`src/rtl/apb_slave_reg_target.sv`:
```
// APB slave register-bank target: valid/ready request stream in, read data out
// after a programmable latency with a single read outstanding.
module apb_slave_reg_target #(
   parameter int                    DATA_WIDTH = 32,
   parameter int                    ADDR_WIDTH = 32,
   parameter int                    NUM_REGS   = 16,
   parameter int                    RD_LATENCY = 2,
   parameter logic [DATA_WIDTH-1:0] ID_VALUE   = 32'hA5B0_0001,
   parameter logic [DATA_WIDTH-1:0] ERR_DATA   = 32'hDEAD_BEEF
) (
   input  logic                  i_clk_apb,
   input  logic                  i_rstn_apb,
   input  logic                  i_valid,
   input  logic                  i_rd0_wr1,
   input  logic [ADDR_WIDTH-1:0] i_addr,
   input  logic [DATA_WIDTH-1:0] i_wr_data,
   output logic                  o_ready,
   output logic [DATA_WIDTH-1:0] o_rd_data,
   output logic                  o_rd_valid
);

   localparam int IW = ADDR_WIDTH - 2;
   localparam int RW = $clog2(NUM_REGS);
   localparam int CW = (RD_LATENCY > 1) ? $clog2(RD_LATENCY) : 1;

   typedef enum logic {IDLE, RD_WAIT} state_t;

   state_t                             state_q, state_d;
   logic [CW-1:0]                      cnt_q, cnt_d;
   logic [DATA_WIDTH-1:0]              cap_q, cap_d;
   logic [NUM_REGS-1:0][DATA_WIDTH-1:0] regs_q, regs_d;
   logic                               ready_q, ready_d;
   logic                               rd_valid_q, rd_valid_d;
   logic [DATA_WIDTH-1:0]              rd_data_q, rd_data_d;

   logic [IW-1:0]         idx;
   logic [RW-1:0]         ri;
   logic                  in_range;
   logic                  acc;
   logic [DATA_WIDTH-1:0] rd_word;
   logic                  unused_addr_lsb;

   // Byte-lane bits carry no meaning for a word-only bank.
   assign unused_addr_lsb = ^i_addr[1:0];

   assign idx      = i_addr[ADDR_WIDTH-1:2];
   assign ri       = idx[RW-1:0];
   assign in_range = idx < IW'(NUM_REGS);
   assign acc      = i_valid & ready_q;
   assign rd_word  = !in_range ? ERR_DATA : (idx == '0) ? ID_VALUE : regs_q[ri];

   always_comb begin
      state_d    = state_q;
      cnt_d      = cnt_q;
      cap_d      = cap_q;
      regs_d     = regs_q;
      ready_d    = ready_q;
      rd_valid_d = 1'b0;
      rd_data_d  = rd_data_q;
      case (state_q)
         IDLE: begin
            ready_d = 1'b1;
            if (acc) begin
               if (i_rd0_wr1) begin
                  if (in_range && idx != '0) regs_d[ri] = i_wr_data;
               end else begin
                  cap_d   = rd_word;
                  cnt_d   = CW'(RD_LATENCY - 1);
                  ready_d = 1'b0;
                  state_d = RD_WAIT;
               end
            end
         end
         RD_WAIT: begin
            ready_d = 1'b0;
            if (cnt_q == '0) begin
               rd_valid_d = 1'b1;
               rd_data_d  = cap_q;
               ready_d    = 1'b1;
               state_d    = IDLE;
            end else begin
               cnt_d = cnt_q - CW'(1);
            end
         end
         default: state_d = IDLE;
      endcase
   end

   always_ff @(posedge i_clk_apb or negedge i_rstn_apb) begin
      if (!i_rstn_apb) begin
         state_q    <= IDLE;
         cnt_q      <= '0;
         cap_q      <= '0;
         regs_q     <= '0;
         ready_q    <= 1'b0;
         rd_valid_q <= 1'b0;
         rd_data_q  <= '0;
      end else begin
         state_q    <= state_d;
         cnt_q      <= cnt_d;
         cap_q      <= cap_d;
         regs_q     <= regs_d;
         ready_q    <= ready_d;
         rd_valid_q <= rd_valid_d;
         rd_data_q  <= rd_data_d;
      end
   end

   assign o_ready    = ready_q;
   assign o_rd_valid = rd_valid_q;
   assign o_rd_data  = rd_data_q;

endmodule

```
`config.mk`:
```
export PLATFORM = sky130hd
export DESIGN_NAME = apb_slave_reg_target
export DESIGN_NICKNAME = d
export VERILOG_FILES = /design/src/rtl/apb_slave_reg_target.sv
export SDC_FILE = /design/constraint.sdc
export NUM_CORES = 1
export LEC_CHECK = 0
export CORE_ASPECT_RATIO = 1.25
export CORE_MARGIN = 2
export CORE_UTILIZATION = 40
export DETAILED_ROUTE_END_ITERATION = 8
export PLACE_DENSITY = 0.63
export SYNTH_ARGS = -nofsm -noshare
export SYNTH_HDL_FRONTEND = slang
export SYNTH_SLANG_ARGS = --single-unit
```
`constraint.sdc`:
```
create_clock -name i_clk_apb -period 1.9 [get_ports i_clk_apb]
set_input_delay 0.38 -clock i_clk_apb [delete_from_list [all_inputs] [get_ports i_clk_apb]]
set_output_delay 0.38 -clock i_clk_apb [all_outputs]
set_load 0.02 [all_outputs]
```
## After elaboration in Yosys (flattened, before gate mapping)

Cells that the tools add are included.

- Register bits: 580
- Input port bits: 68
- Output and inout port bits: 34
- Word-level logic and storage cells: 60

- Add/sub/neg operators: 1
- Magnitude comparators: 3
- Equality and inequality tests: 2
- Mux-type cells: 20
- Bitwise operators: 4
- Reductions and logical operators: 8

Operators by type and width:

| cell | number |
|---|---|
| 512-bit bitwise mux | 1 |
| 32-bit binary-select mux with 4-bit select | 1 |
| 32-bit demux with 4-bit select | 1 |
| 32-bit 2-to-1 mux | 4 |
| 30-bit zero test | 1 |
| 30-bit by 5-bit < comparator with 1-bit output, second input constant | 1 |
| 30-bit nonzero test | 1 |
| 1-bit 2-to-1 mux | 10 |
| 1-bit one-hot mux with 2 select lines | 3 |
| 4-bit by 5-bit < comparator with 1-bit output, second input constant | 1 |
| 4-bit by 1-bit >= comparator with 1-bit output, second input constant | 1 |
| 2-bit inequality test, second input constant | 2 |
| 2-bit AND reduction | 2 |
| 4-bit AND reduction | 1 |
| 1-bit inverter | 3 |
| 3-bit AND reduction | 1 |
| 1-bit logical AND | 2 |
| 1-bit bitwise AND | 1 |
| 1-bit subtractor, second input constant | 1 |

## Logic depth before layout (Yosys ltp)

- Word-level depth: 5
- Depth in mapped cells: 8
- Gate-level depth less buffers: 4

## Least setup slack after synthesis

OpenSTA, ideal clock, no wires.

- Path type: input to register
- Start: in i_addr[20]
- End: reg regs_q[34] (netlist name)
- Library setup time: 0.125 ns
- Arrival time: 2.118 ns
- Required time: 1.775 ns
- Slack: -0.343 ns
- Stages: 6
- Path buffers: 2
- Cell sequence: nor4_1 nand4_1 buf_2 nor3_2 buf_4 mux2_2

- Word-level cells in the longest chain between the ends: 3
- Elaborated cells on any way between the ends: 4
- Those cells by class: order compare: 1; reduce/logical: 3

RTL lines:

| item | line | source |
|---|---|---|
| from (decl) | 15 | `input logic [ADDR_WIDTH-1:0] i_addr,` |
| 30-bit by 5-bit < comparator with 1-bit output or 30-bit nonzero test (tied branches) | 48, 65 |  |
| 1-bit logical AND * | 65 | `if (in_range && idx != '0) regs_d[ri] = i_wr_data;` |
| 4-bit AND reduction (no source line) * | - |  |
| to (signal assigned) | 102 | `regs_q <= regs_d;` |
| to (decl) | 31 | `logic [NUM_REGS-1:0][DATA_WIDTH-1:0] regs_q, regs_d;` |

Mark *: on every way between the ends. The rest lies on a longest branch, timed or not.
A chain may end at the register's enable or synchronous reset.

## Worst setup path in the final report

- Start: reg state_q
- End: reg regs_q[80] (netlist name)

- Word-level cells in the longest chain between the ends: 2

RTL lines:

| item | line | source |
|---|---|---|
| from (decl) | 28 | `state_t state_q, state_d;` |
| from (signal assigned) | 99 | `state_q <= state_d;` |
| 1-bit inverter (no source line) | - |  |
| 4-bit AND reduction (no source line) | - |  |

No other way between the ends.

==> flow_summary.ini <==
[global_routing]
grt_pass1_wl_um = 102300
first_global_vias = 16360
grt_max_degree = 81
grt_overflow = 0
track_usage_pct = 20.89
antenna_found_initial = 2

[synth]
yosys.area.top_type = dfrtp_1
netlist_area_um2 = 24900
yosysTopAreaCellShare_pct = 56.38
seq_area_frac_synth_pct = 56.38
synth_edf_count = 0
async_flop_share_pct = 100.0
synth_area_per_cell_um2 = 15.11
netlist_instances = 1648
ys_seq_elements = 561
synth_cell_types = 33
synth_area_leaders = dfrtp_1 (56%), mux2_2 (21%), mux4_2 (8.1%), mux2_1 (3.2%), mux2i_1 (1.8%)
ys_warn_count = 0
synth-main-ff-cell = dfrtp_1
syn_nets = 1716

[finish]
antenna_cells = 0
final_cell_mix = dfrtp_1 (561), mux2_2 (306), mux2_4 (193), buf_4 (105), mux4_2 (90)
finalInstanceArea_um2 = 32050
stdcell_count = 2744
num-nets-final = 1936
drive_gt1_share_pct = 48.85
final_common_cell = dfrtp_1
area_growth_pct = 28.70

[cts]
worstSkewPairLatency_ns = 0.62
cts.reportedPaths.clkPinSlew_ns = 0.06
cts-root-buf = clkbuf_16
clock_path_buffers = 3
htree_num_levels = 2
clock_sinks = 561
cts_buffers = 56
cts_tree = built

[pwr]
power.leakage_nw = 14.98
cellPowerDensity_nw_per_um2 = 805.5
seq_power_share_pct = 46.8
p_sw_w = 0.006078
swShare_pct = 23.55
pwr-share-comb_pct = 8.1
internal_power_w = 0.01974
max-vdd-ir-drop_mv = 0.6454
clkPwrFrac_pct = 45.1

[sta]
fmax_ghz = 0.4702
tightest_slew_ns = 0.8397
max-slew-margin-rel_pct = 43.41
fin_skew_ns = 0.02288
drv_slew = 0
setup_viol = 492
setup_tns_ns = -48.13
rsz0062_at_grt = true
setup_slack_ns = -0.2268
period_needed_ns = 2.127
fin_crit_sh_pct = 111.9
whs_ns = 0.2407
finalHoldViolations = 0

[route]
dr.pass1.iters = 5
drc_errors = 0
drtIter0Drc = 1109
wl_um = 71510
drt-vias-per-instance = 5.583
avgRoutedWirePerCell_um = 26.06
detail-route-antenna-nets = 0
via_count = 15320

[run]
drv_cap = 0

[worst_setup_path]
reg2reg_from = state_q
r2r_cells = 8
critPathArrivalTime_ns = 2.62
reg2reg_slack_ns = -0.23
cp.required_ns = 2.39
endpoint_kind = flip-flop
critPathMaxFanout = 10
startpoint_type = flip-flop
reg2reg_to = regs_q[80]
crit_type = flip-flop to flip-flop

[floorplan]
num_rows = 102
die_h_um = 283.0
initial_core_util_pct = 40.31
fp.dieArea_um2 = 64280
core_area_um2 = 61770
fp.dieW_um = 227.2
io_pins = 102

[hold_path]
hold_class = input pin to asynchronous set/reset pin

[place]
gp_congestion = 0.8089
port_buffers = 99
dpl.hpwl_um = 40710
placed_cell_area_um2 = 28360
place_inst = 2574
post-place-ws_ns = -0.9158

[outcome]
outcome = finished with violations
failed_checks = setup timing
state kept, by name (all words and copies together), names as in the netlist:
name / count
cap_q: 32
cnt_q: 1
o_rd_data: 32
o_rd_valid: 1
o_ready: 1
regs_q: 493
state_q: 1
metal layers:
| layer | vias to the layer above | routed length [µm] | global-route usage [%] |
|---|---|---|---|
| met5 | - | 32 | 0 |
| met4 | 4 | 1783 | 5.229 |
| met3 | 110 | 3338 | 3.090 |
| met2 | 383 | 35860 | 35.22 |
| met1 | 8304 | 30500 | 28.29 |
| li1 | 6520 | - | - |
power by group through the flow:
| stage | clock [W] | sequential (W) | combinational, W |
|---|---|---|---|
| 2_1_floorplan | 0 | 0.0124 | 0.000760 |
| 3_3_place_gp | 0 | 0.0123 | 0.00203 |
| 3_5_place_dp | 0 | 0.0123 | 0.00205 |
| 4_1_cts | 0.0119 | 0.0121 | 0.00209 |
| 5_1_grt | 0.0123 | 0.0121 | 0.00224 |
| 6_report | 0.0116 | 0.0121 | 0.00209 |
repair_timing:
action,in CTS,in global routing
hold buffers,1,0
endpoints found under the hold margin,172,0
buffers inserted,16,19
cloned,11,23
pin swaps,8,5
gates resized for setup,82,125
setup endpoints to repair,520,536
worst max-delay path: stages, from the launching register on:
cell and delay, ns:
dfrtp_1 0.38, and3b_2 0.26, buf_12 0.13, buf_6 0.12, nand4_1 0.18, nor3_4 0.22, buf_4 0.19, clkbuf_16 0.18
mux2_1 0.32
layout make-up:
| cell class | instances | area, µm² |
|---|---|---|
| tap | 832 | 1041 |
| inverter | 2 | 7.507 |
| multi-input combinational | 926 | 11040 |
| clock buffer | 83 | 1664 |
| fill | 5054 | 29720 |
| sequential | 561 | 14040 |
| timing repair buffer | 321 | 3995 |
| clock inverter | 19 | 261.5 |
how the worst max path moves through the flow:
stage | cells after the start | endpoint | startpoint
floorplan | 6 | regs_q[43] | i_addr[27]
CTS | 7 | regs_q[211] | state_q
global route | 8 | regs_q[76] | state_q
global placement | 7 | regs_q[435] | i_addr[24]
finish | 8 | regs_q[80] | state_q
detailed placement | 7 | regs_q[428] | i_addr[27]
metrics by stage:
stage | utilization, % | power [W]
final | 51.88 | 0.02581
after CTS | 50.12 | 0.02602
after detailed placement | 45.92 | 0.01434
after global placement | 45.92 | 0.01432
after floorplan | - | 0.01313
after global routing | 51.88 | 0.02664
Yosys cell counts, types with 2 or more instances:
master	n
clkbuf_1	78
buf_1	3
nor3_4	5
nor3_2	6
mux2i_1	44
mux2_1	70
nand2_1	26
buf_4	11
and2_0	2
inv_1	2
a221oi_1	19
a31oi_1	24
mux2_2	461
buf_2	66
mux4_2	90
dfrtp_1	561
o32a_1	3
a22o_1	5
nor2_1	30
nand4_1	16
nand3_1	20
a22oi_1	20
a2bb2oi_1	19
nor3_1	6
or3_1	19
nor2b_1	30
nor4_1	6
logic make-up (layout without fill, tap and decap cells):
family,Yosys count,after routing,share of synthesized area [%]
compound gates,92,92,2.894
buf+inv,161,425,2.939
flops,561,561,56.38
mux,665,665,33.92
simple gates,169,169,3.869
Note: power is estimated with default switching activity, not from simulation.
